--- src/rtl/activation_sequencer_if.sv ---
// Command and beat handshake between a sequence controller and the activation sequencer.
interface activation_sequencer_if #(
    parameter int unsigned COUNTER_WIDTH = 5
);
    logic                     start;
    logic [COUNTER_WIDTH-1:0] base_value;
    logic [COUNTER_WIDTH-1:0] length;
    logic                     abort;
    logic                     out_ready;
    logic [COUNTER_WIDTH-1:0] iterator;
    logic                     out_valid;
    logic                     last;
    logic                     busy;
    logic                     done;

    modport master (
        output start, base_value, length, abort, out_ready,
        input  iterator, out_valid, last, busy, done
    );

    modport slave (
        input  start, base_value, length, abort, out_ready,
        output iterator, out_valid, last, busy, done
    );
endinterface

--- src/rtl/activation_sequencer.sv ---
// Issues a run of consecutive element indices (base_value .. base_value+length-1,
// wrapping modulo 2^W) to the activation datapath over a valid/ready handshake.
module activation_sequencer #(
    parameter int unsigned COUNTER_WIDTH = 5
) (
    input  logic                  clock,
    input  logic                  reset,
    input  logic                  clock_enable,
    activation_sequencer_if.slave bus
);
    localparam int unsigned W = COUNTER_WIDTH;

    typedef enum logic [1:0] {
        IDLE = 2'd0,
        RUN  = 2'd1,
        DONE = 2'd2
    } state_t;

    state_t         state_q, state_d;
    logic [W-1:0]   iter_q, iter_d;
    logic [W-1:0]   rem_q, rem_d;
    logic           valid_q, valid_d;
    logic           last_q, last_d;
    logic           busy_q, busy_d;
    logic           done_q, done_d;

    // State, counters and registered outputs; everything holds while clock_enable is low.
    always_ff @(posedge clock or negedge reset) begin
        if (!reset) begin
            state_q <= IDLE;
            iter_q  <= '0;
            rem_q   <= '0;
            valid_q <= 1'b0;
            last_q  <= 1'b0;
            busy_q  <= 1'b0;
            done_q  <= 1'b0;
        end else if (clock_enable) begin
            state_q <= state_d;
            iter_q  <= iter_d;
            rem_q   <= rem_d;
            valid_q <= valid_d;
            last_q  <= last_d;
            busy_q  <= busy_d;
            done_q  <= done_d;
        end
    end

    // Next-state, counter update and next-output decode; abort beats a simultaneous transfer.
    always_comb begin
        state_d = state_q;
        iter_d  = iter_q;
        rem_d   = rem_q;
        case (state_q)
            IDLE: begin
                if (bus.start) begin
                    if (bus.length != '0) begin
                        iter_d  = bus.base_value;
                        rem_d   = bus.length;
                        state_d = RUN;
                    end else begin
                        state_d = DONE;
                    end
                end
            end
            RUN: begin
                if (bus.abort) begin
                    state_d = IDLE;
                end else if (bus.out_ready) begin
                    if (rem_q == W'(1)) begin
                        state_d = DONE;
                    end else begin
                        iter_d = iter_q + W'(1);
                        rem_d  = rem_q - W'(1);
                    end
                end
            end
            DONE: begin
                state_d = IDLE;
            end
            default: begin
                state_d = IDLE;
            end
        endcase
        valid_d = (state_d == RUN);
        busy_d  = (state_d == RUN);
        done_d  = (state_d == DONE);
        last_d  = (state_d == RUN) && (rem_d == W'(1));
    end

    assign bus.iterator  = iter_q;
    assign bus.out_valid = valid_q;
    assign bus.last      = last_q;
    assign bus.busy      = busy_q;
    assign bus.done      = done_q;
endmodule

--- src/flat_wrapper.sv ---
// flat-port wrapper written by rule: the top's interface ports become plain ports
module activation_sequencer_flat 
#(
    parameter int unsigned COUNTER_WIDTH = 5
)
  (clock, reset, clock_enable, bus_start, bus_base_value, bus_length, bus_abort, bus_out_ready, bus_iterator, bus_out_valid, bus_last, bus_busy, bus_done);
  activation_sequencer_if #(.COUNTER_WIDTH(COUNTER_WIDTH)) bus_i ();
  input  logic clock;
  input  logic reset;
  input  logic clock_enable;
  input wire logic [$bits(bus_i.start)-1:0] bus_start;
  input wire logic [$bits(bus_i.base_value)-1:0] bus_base_value;
  input wire logic [$bits(bus_i.length)-1:0] bus_length;
  input wire logic [$bits(bus_i.abort)-1:0] bus_abort;
  input wire logic [$bits(bus_i.out_ready)-1:0] bus_out_ready;
  output wire logic [$bits(bus_i.iterator)-1:0] bus_iterator;
  output wire logic [$bits(bus_i.out_valid)-1:0] bus_out_valid;
  output wire logic [$bits(bus_i.last)-1:0] bus_last;
  output wire logic [$bits(bus_i.busy)-1:0] bus_busy;
  output wire logic [$bits(bus_i.done)-1:0] bus_done;
  assign bus_i.start = bus_start;
  assign bus_i.base_value = bus_base_value;
  assign bus_i.length = bus_length;
  assign bus_i.abort = bus_abort;
  assign bus_i.out_ready = bus_out_ready;
  assign bus_iterator = bus_i.iterator;
  assign bus_out_valid = bus_i.out_valid;
  assign bus_last = bus_i.last;
  assign bus_busy = bus_i.busy;
  assign bus_done = bus_i.done;
  activation_sequencer #(.COUNTER_WIDTH(COUNTER_WIDTH)) u_core (.clock(clock), .reset(reset), .clock_enable(clock_enable), .bus(bus_i));
endmodule
--- config.mk ---
export PLATFORM = sky130hd
export DESIGN_NAME = activation_sequencer_flat
export DESIGN_NICKNAME = d
export VERILOG_FILES = /design/src/rtl/activation_sequencer_if.sv /design/src/rtl/activation_sequencer.sv /design/src/flat_wrapper.sv
export SDC_FILE = /design/constraint.sdc
export NUM_CORES = 1
export LEC_CHECK = 0
export ABC_AREA = 0
export BUFFER_PORTS_ARGS = -buffer_cell sky130_fd_sc_hd__buf_2
export CORE_MARGIN = 4
export CORE_UTILIZATION = 45
export CTS_BUF_LIST = sky130_fd_sc_hd__clkbuf_8
export DETAILED_ROUTE_END_ITERATION = 8
export HOLD_SLACK_MARGIN = 0.02
export PLACE_DENSITY = 0.68
export SETUP_SLACK_MARGIN = 0.1
export SYNTH_ARGS = -nofsm -noshare
export SYNTH_HDL_FRONTEND = slang
export SYNTH_SLANG_ARGS = --single-unit
--- constraint.sdc ---
create_clock -name clock -period 2.1 [get_ports clock]
set_input_delay 0 -clock clock [delete_from_list [all_inputs] [get_ports clock]]
set_output_delay 0 -clock clock [all_outputs]
set_load 0.02 [all_outputs]
Yosys cells after proc, flatten, opt, wreduce, memory -nomap -nowiden
Cells that the tools add are included.
Word-level totals
  bits in registers: 15
  input bits: 16
  output and inout port bits: 9
Cells by class
  $add $sub $neg: 2
  equal/unequal tests: 10
  multiplexer cells: 18
  reduce and logical (&&, ||, !) cells: 5
Operators by type and width (count)
  $mux 5: 10
  $pmux 5 s2: 2
  $eq 5x1->1 const B: 2
  $mux 2: 5
  $ne 2x2->1 const B: 4
  $reduce_and 7->1: 1
  $add 5x1->5 const B: 1
  $reduce_bool 5->1: 1
  $sub 5x1->5 const B: 1
  $eq 2x1->1 const B: 2
  $pmux 2 s2: 1
  $eq 2x2->1 const B: 1
  $logic_not 2->1: 1
  $ne 2x1->1 const B: 1
  $reduce_bool 2->1: 1
  $logic_and 1x1->1: 1

Logic depth before layout (Yosys ltp)
  depth in word-level cells: 7
  depth in mapped cells: 7
  mapped depth without buffers: 7

Least setup slack after synthesis
No wires, ideal clock.
  path kind: register -> register
  start: reg u_core.rem_q[1]
  end: reg u_core.last_q (netlist: u_core.bus.last)
  setup time: 0.122 ns
  arrival: 1.712 ns
  required time: 1.978 ns
  slack: 0.266 ns
  stages on the path, launching flop included: 8
  cells stage by stage: dfrtp_1 inv_1 ha_1 or3b_1 o21ai_1 o21ai_0 and3_1 a32o_1
On the way
  cells in the longest elaborated chain, start to end: 7
  elaborated cells on any way between the ends: 15
  those cells by class: add/sub: 1; eq/ne: 3; mux: 10; reduce/logical: 1
RTL lines
  from (decl): line activation_sequencer.sv:21  | logic [W-1:0] rem_q, rem_d;
  from (signal assigned): line activation_sequencer.sv:40  | rem_q <= rem_d;
  $sub 5x1->5 / $eq 5x1->1 (equally long branches): line activation_sequencer.sv:73, activation_sequencer.sv:69
  $mux 5 / $mux 2 (equally long branches): line activation_sequencer.sv:69  | if (rem_q == W'(1)) begin
  $mux 5 / $mux 2 (equally long branches): line activation_sequencer.sv:68  | end else if (bus.out_ready) begin
  $mux 5 / $mux 2 (equally long branches): line activation_sequencer.sv:66  | if (bus.abort) begin
  $pmux 5 s2 / $pmux 2 s2 (equally long branches): line activation_sequencer.sv:53  | case (state_q)
  $eq 5x1->1 / $eq 2x1->1 (equally long branches): line activation_sequencer.sv:87  | last_d = (state_d == RUN) && (rem_d == W'(1));
  $logic_and 1x1->1 *: line activation_sequencer.sv:87
  to (signal assigned): line activation_sequencer.sv:42  | last_q <= last_d;
  to (decl): line activation_sequencer.sv:23  | logic last_q, last_d;
Every way passes the cells marked *; elsewhere a longest branch is shown, timed or not.
A chain may end at the register's enable or synchronous reset.

Worst setup path after layout
Ends and elaborated chain as after synthesis.

==> impl_metrics.xml <==
<?xml version="1.0" encoding="UTF-8"?>
<metrics>
  <group name="critical_path">
    <metric name="worst_r2r_endpoint" unit="">u_core.bus.last</metric>
    <metric name="crit_path_start_kind" unit="">flip-flop</metric>
    <metric name="cp_slowest_stage_delay" unit="ps">420</metric>
    <metric name="cp_data_arrival_time" unit="ps">2040</metric>
    <metric name="critical_path.n_buffers_inverters" unit="">1</metric>
    <metric name="rr_startpoint" unit="">u_core.rem_q[1]</metric>
    <metric name="worst-setup-path-type" unit="">reg -&gt; reg</metric>
    <metric name="biggest_fanout_along_the_worst_timing_path" unit="">4</metric>
    <metric name="family_with_the_most_delay_on_the_worst_path" unit="">simple AND/OR/NAND/NOR gates</metric>
    <metric name="reg2reg_setup_slack" unit="ps">190</metric>
    <metric name="timing.critical_path.cells" unit="">inv_1 &gt; ha_2 &gt; or3b_4 &gt; o21ai_4 &gt; o21ai_0 &gt; and3_1 &gt; a32o_1</metric>
    <metric name="cp.required" unit="ps">2230</metric>
    <metric name="critical-path-slowest-cell" unit="">sky130_fd_sc_hd__or3b_4</metric>
    <metric name="r2r_cell_count" unit="">7</metric>
    <metric name="end_kind" unit="">flip-flop</metric>
  </group>
  <group name="yosys">
    <metric name="ys_async_sr_fraction" unit="">1.00</metric>
    <metric name="ys_dominant_reg_cell" unit="">sky130_fd_sc_hd__dfrtp_1</metric>
    <metric name="syn_area" unit="mm²">0.00105</metric>
    <metric name="post-synth-top-area-cell" unit="">sky130_fd_sc_hd__dfrtp_1</metric>
    <metric name="post_synth_main_area_contributors" unit="">sky130_fd_sc_hd__dfrtp_1 36%, sky130_fd_sc_hd__o21ai_1 5.7%, sky130_fd_sc_hd__o21ai_0 3.8%, sky130_fd_sc_hd__ha_1 3.6%, sky130_fd_sc_hd__nand2_1 3.2%</metric>
    <metric name="synth-seq-cells" unit="">15</metric>
    <metric name="post-synth-top-count-cell" unit="">sky130_fd_sc_hd__dfrtp_1</metric>
    <metric name="synth_top_cells_by_count" unit="">15 x sky130_fd_sc_hd__dfrtp_1, 12 x sky130_fd_sc_hd__o21ai_1, 9 x sky130_fd_sc_hd__nand2_1</metric>
    <metric name="ys_seq_area_frac" unit="">0.358</metric>
    <metric name="postSynthAreaPerCell" unit="µm²">8.97</metric>
    <metric name="yosysWarnings" unit="">0</metric>
    <metric name="synth_cell_types" unit="">44</metric>
    <metric name="synth_edf_count" unit="">0</metric>
    <metric name="synthCells" unit="">117</metric>
    <metric name="mappedNetlistNets" unit="">136</metric>
    <metric name="synth.top_cell.area_share" unit="">0.358</metric>
  </group>
  <group name="die">
    <metric name="design.portCount" unit="">25</metric>
    <metric name="die_area" unit="mm²">0.00317</metric>
    <metric name="initial_core_util" unit="">0.475</metric>
    <metric name="rows" unit="">17</metric>
    <metric name="chipWidth" unit="µm">56.3</metric>
    <metric name="core" unit="mm²">0.00221</metric>
    <metric name="die-height" unit="µm">56.3</metric>
  </group>
  <group name="detailed_routing">
    <metric name="drt_pass1_iterations" unit="">4</metric>
    <metric name="remaining_drc_errors" unit="">0</metric>
    <metric name="avgViaCountPerCell" unit="">5.68</metric>
    <metric name="postRouteAntennaNets" unit="">0</metric>
    <metric name="detailroute.via_count" unit="">965</metric>
    <metric name="drt-total-wl" unit="µm">2400</metric>
    <metric name="wl_per_cell" unit="µm">14.1</metric>
    <metric name="detail_route.iter0.violations" unit="">32</metric>
  </group>
  <group name="outcome">
    <metric name="status" unit="">complete, no violations</metric>
  </group>
  <group name="placed_design">
    <metric name="gp_congestion" unit="">0.912</metric>
    <metric name="port_buffers" unit="">24</metric>
    <metric name="post-dp-hpwl" unit="µm">1880</metric>
  </group>
  <group name="grt">
    <metric name="grt_remaining_overflow" unit="">0</metric>
    <metric name="grt_pass1_wl" unit="µm">4080</metric>
    <metric name="grt_start_max_net_pins" unit="">16</metric>
    <metric name="via_count_of_the_first_global_routing_pass" unit="">923</metric>
    <metric name="antenna_found_initial" unit="">0</metric>
    <metric name="globalRouteTotalUtil" unit="">0.159</metric>
  </group>
  <group name="timing">
    <metric name="final_max_slew_viol_count" unit="">0</metric>
    <metric name="period_minus_slack" unit="ps">1910</metric>
    <metric name="fin_setup_tns" unit="ps">0</metric>
    <metric name="rsz0062_at_grt" unit="">no</metric>
    <metric name="setup-violations-final" unit="">0</metric>
    <metric name="max_freq" unit="MHz">523</metric>
    <metric name="min_period_over_period" unit="">0.910</metric>
    <metric name="tightestPinTransition" unit="ps">504</metric>
    <metric name="finalHoldViolations" unit="">0</metric>
    <metric name="timing.clock.skew" unit="ps">3.07</metric>
    <metric name="timing.slew.headroom" unit="">0.663</metric>
  </group>
  <group name="clock_tree">
    <metric name="ctsLongestPathBuffers" unit="">2</metric>
    <metric name="worstSkewPairLatency" unit="ps">240</metric>
    <metric name="postCtsSetupRepairBufs" unit="">0</metric>
    <metric name="clock_tree.root_cell" unit="">sky130_fd_sc_hd__clkbuf_8</metric>
    <metric name="clock_sink_count" unit="">15</metric>
    <metric name="h-tree-depth" unit="">1</metric>
    <metric name="clk_pin_slew_worst_paths" unit="ps">60</metric>
    <metric name="clock_tree_from_tritoncts" unit="">built</metric>
    <metric name="cts_buffers" unit="">3</metric>
  </group>
  <group name="worst_hold_path">
    <metric name="timing.hold.worst.start" unit="">bus_base_value[4]</metric>
    <metric name="holdCritPathClass" unit="">in -&gt; reg</metric>
    <metric name="hold-path-cell-count" unit="">3</metric>
    <metric name="min_delay_worst_endpoint" unit="">u_core.bus.iterator[4]</metric>
  </group>
  <group name="job">
    <metric name="drv_cap" unit="">0</metric>
  </group>
  <group name="finish">
    <metric name="n_antenna_cell" unit="">0</metric>
    <metric name="area_growth_syn_to_layout" unit="%">20.9</metric>
    <metric name="finish.net_count" unit="">162</metric>
    <metric name="drive_gt1_frac" unit="">0.289</metric>
    <metric name="nFillCells" unit="">207</metric>
  </group>
  <group name="power">
    <metric name="p_leak" unit="µW">0.000574</metric>
    <metric name="p_per_area" unit="mW/mm²">1020</metric>
    <metric name="p_total" unit="µW">1290</metric>
    <metric name="ir_worst_vdd" unit="mV">0.711</metric>
  </group>
</metrics>
## stage by stage
| step | hold WS [ps] | cell area (µm²) | std cells | setup WS, ps | util |
|---|---|---|---|---|---|
| finish | 29.7 | 1270 | 170 | 188 | 0.574 |
| global route | 34.0 | 1270 | 170 | 98.1 | 0.574 |
| CTS | 26.6 | 1250 | 170 | 146 | 0.563 |
| detailed placement | -77.4 | 1190 | 165 | 106 | 0.537 |
| global placement | -76.7 | 1190 | 165 | 177 | 0.537 |
| floorplan | -296 | 1050 | 117 | 266 | - |
## what timing repair did
action                                  4_1_cts  5_1_grt
endpoints found under the hold margin        15        0
gates resized for setup                       1        5
hold buffers                                  1        0
pin swaps                                     0        1
endpoints found under the setup margin        1        3
## power by group
group	switching, µW	internal, µW	leakage, µW
logic	323	249	0.000358
clock network	91.9	129	0.0000269
registers	119	382	0.000189
## cell usage in the layout, fill, tap and decap left out, types with 2 or more instances in the layout
cell and count:
sky130_fd_sc_hd__mux2i_1 2, sky130_fd_sc_hd__clkbuf_8 3, sky130_fd_sc_hd__buf_2 24, sky130_fd_sc_hd__o21ai_1 10, sky130_fd_sc_hd__nand3_1 3, sky130_fd_sc_hd__a311oi_1 3, sky130_fd_sc_hd__o21ai_4 2, sky130_fd_sc_hd__a21oi_1 6
sky130_fd_sc_hd__ha_1 2, sky130_fd_sc_hd__and3_1 3, sky130_fd_sc_hd__o21ai_0 8, sky130_fd_sc_hd__inv_1 9, sky130_fd_sc_hd__nor3_1 2, sky130_fd_sc_hd__dfrtp_1 15, sky130_fd_sc_hd__nor2_1 8, sky130_fd_sc_hd__nand2_1 9
sky130_fd_sc_hd__nor3b_1 3
## cells by family (layout without fill, tap and decap cells)
logic type      after synthesis  after routing  synth area share
compound gates               40             40             0.255
xor+xnor                      1              1           0.00834
fa+ha+maj                     3              3            0.0358
buf+inv                      13             38            0.0525
flops                        15             15             0.358
mux                           3              3            0.0298
simple gates                 42             42             0.261
## worst register-to-register path: stages (launching register included)
cell and delay [ps]:
sky130_fd_sc_hd__dfrtp_1 390, sky130_fd_sc_hd__inv_1 100, sky130_fd_sc_hd__ha_2 190, sky130_fd_sc_hd__or3b_4 420, sky130_fd_sc_hd__o21ai_4 170, sky130_fd_sc_hd__o21ai_0 90, sky130_fd_sc_hd__and3_1 190, sky130_fd_sc_hd__a32o_1 250
## how the worst max path moves through the flow
| stage | from | end | slack [ps] | cells after the start |
|---|---|---|---|---|
| 6_report | u_core.rem_q[1] | u_core.bus.last | 190 | 7 |
| 5_1_grt | u_core.rem_q[1] | u_core.bus.last | 100 | 7 |
| 4_1_cts | u_core.rem_q[1] | u_core.bus.last | 150 | 7 |
| 3_5_place_dp | u_core.rem_q[1] | u_core.bus.last | 110 | 7 |
| 3_3_place_gp | u_core.rem_q[1] | u_core.bus.last | 180 | 7 |
| 2_1_floorplan | u_core.rem_q[1] | u_core.bus.last | 270 | 7 |
## routing by layer
metal | GRT usage | up-vias | part of all wire
li1 | - | 481 | -
met1 | 0.200 | 454 | 0.46
met5 | 0 | - | 0
met4 | 0.0373 | 0 | 0.0075
met2 | 0.254 | 26 | 0.47
met3 | 0.0667 | 4 | 0.067
## layout make-up
cell class | instances | area [µm²] | area share
timing repair buffer | 26 | 138 | 0.108
inverter | 8 | 30.0 | 0.0237
multi-input combinational | 89 | 646 | 0.509
sequential | 15 | 375 | 0.296
clock buffer | 3 | 41.3 | 0.0325
clock inverter | 1 | 3.75 | 0.00296
tap | 28 | 35.0 | 0.0276
## sequential cells by signal, summed over array words and instances, names as in the netlist
register / cells
u_core.state_q: 2
u_core.bus.last: 1
u_core.bus.done: 1
u_core.bus.out_valid: 1
u_core.bus.iterator: 5
u_core.rem_q: 5
Power figures use the tool's default switching activity.
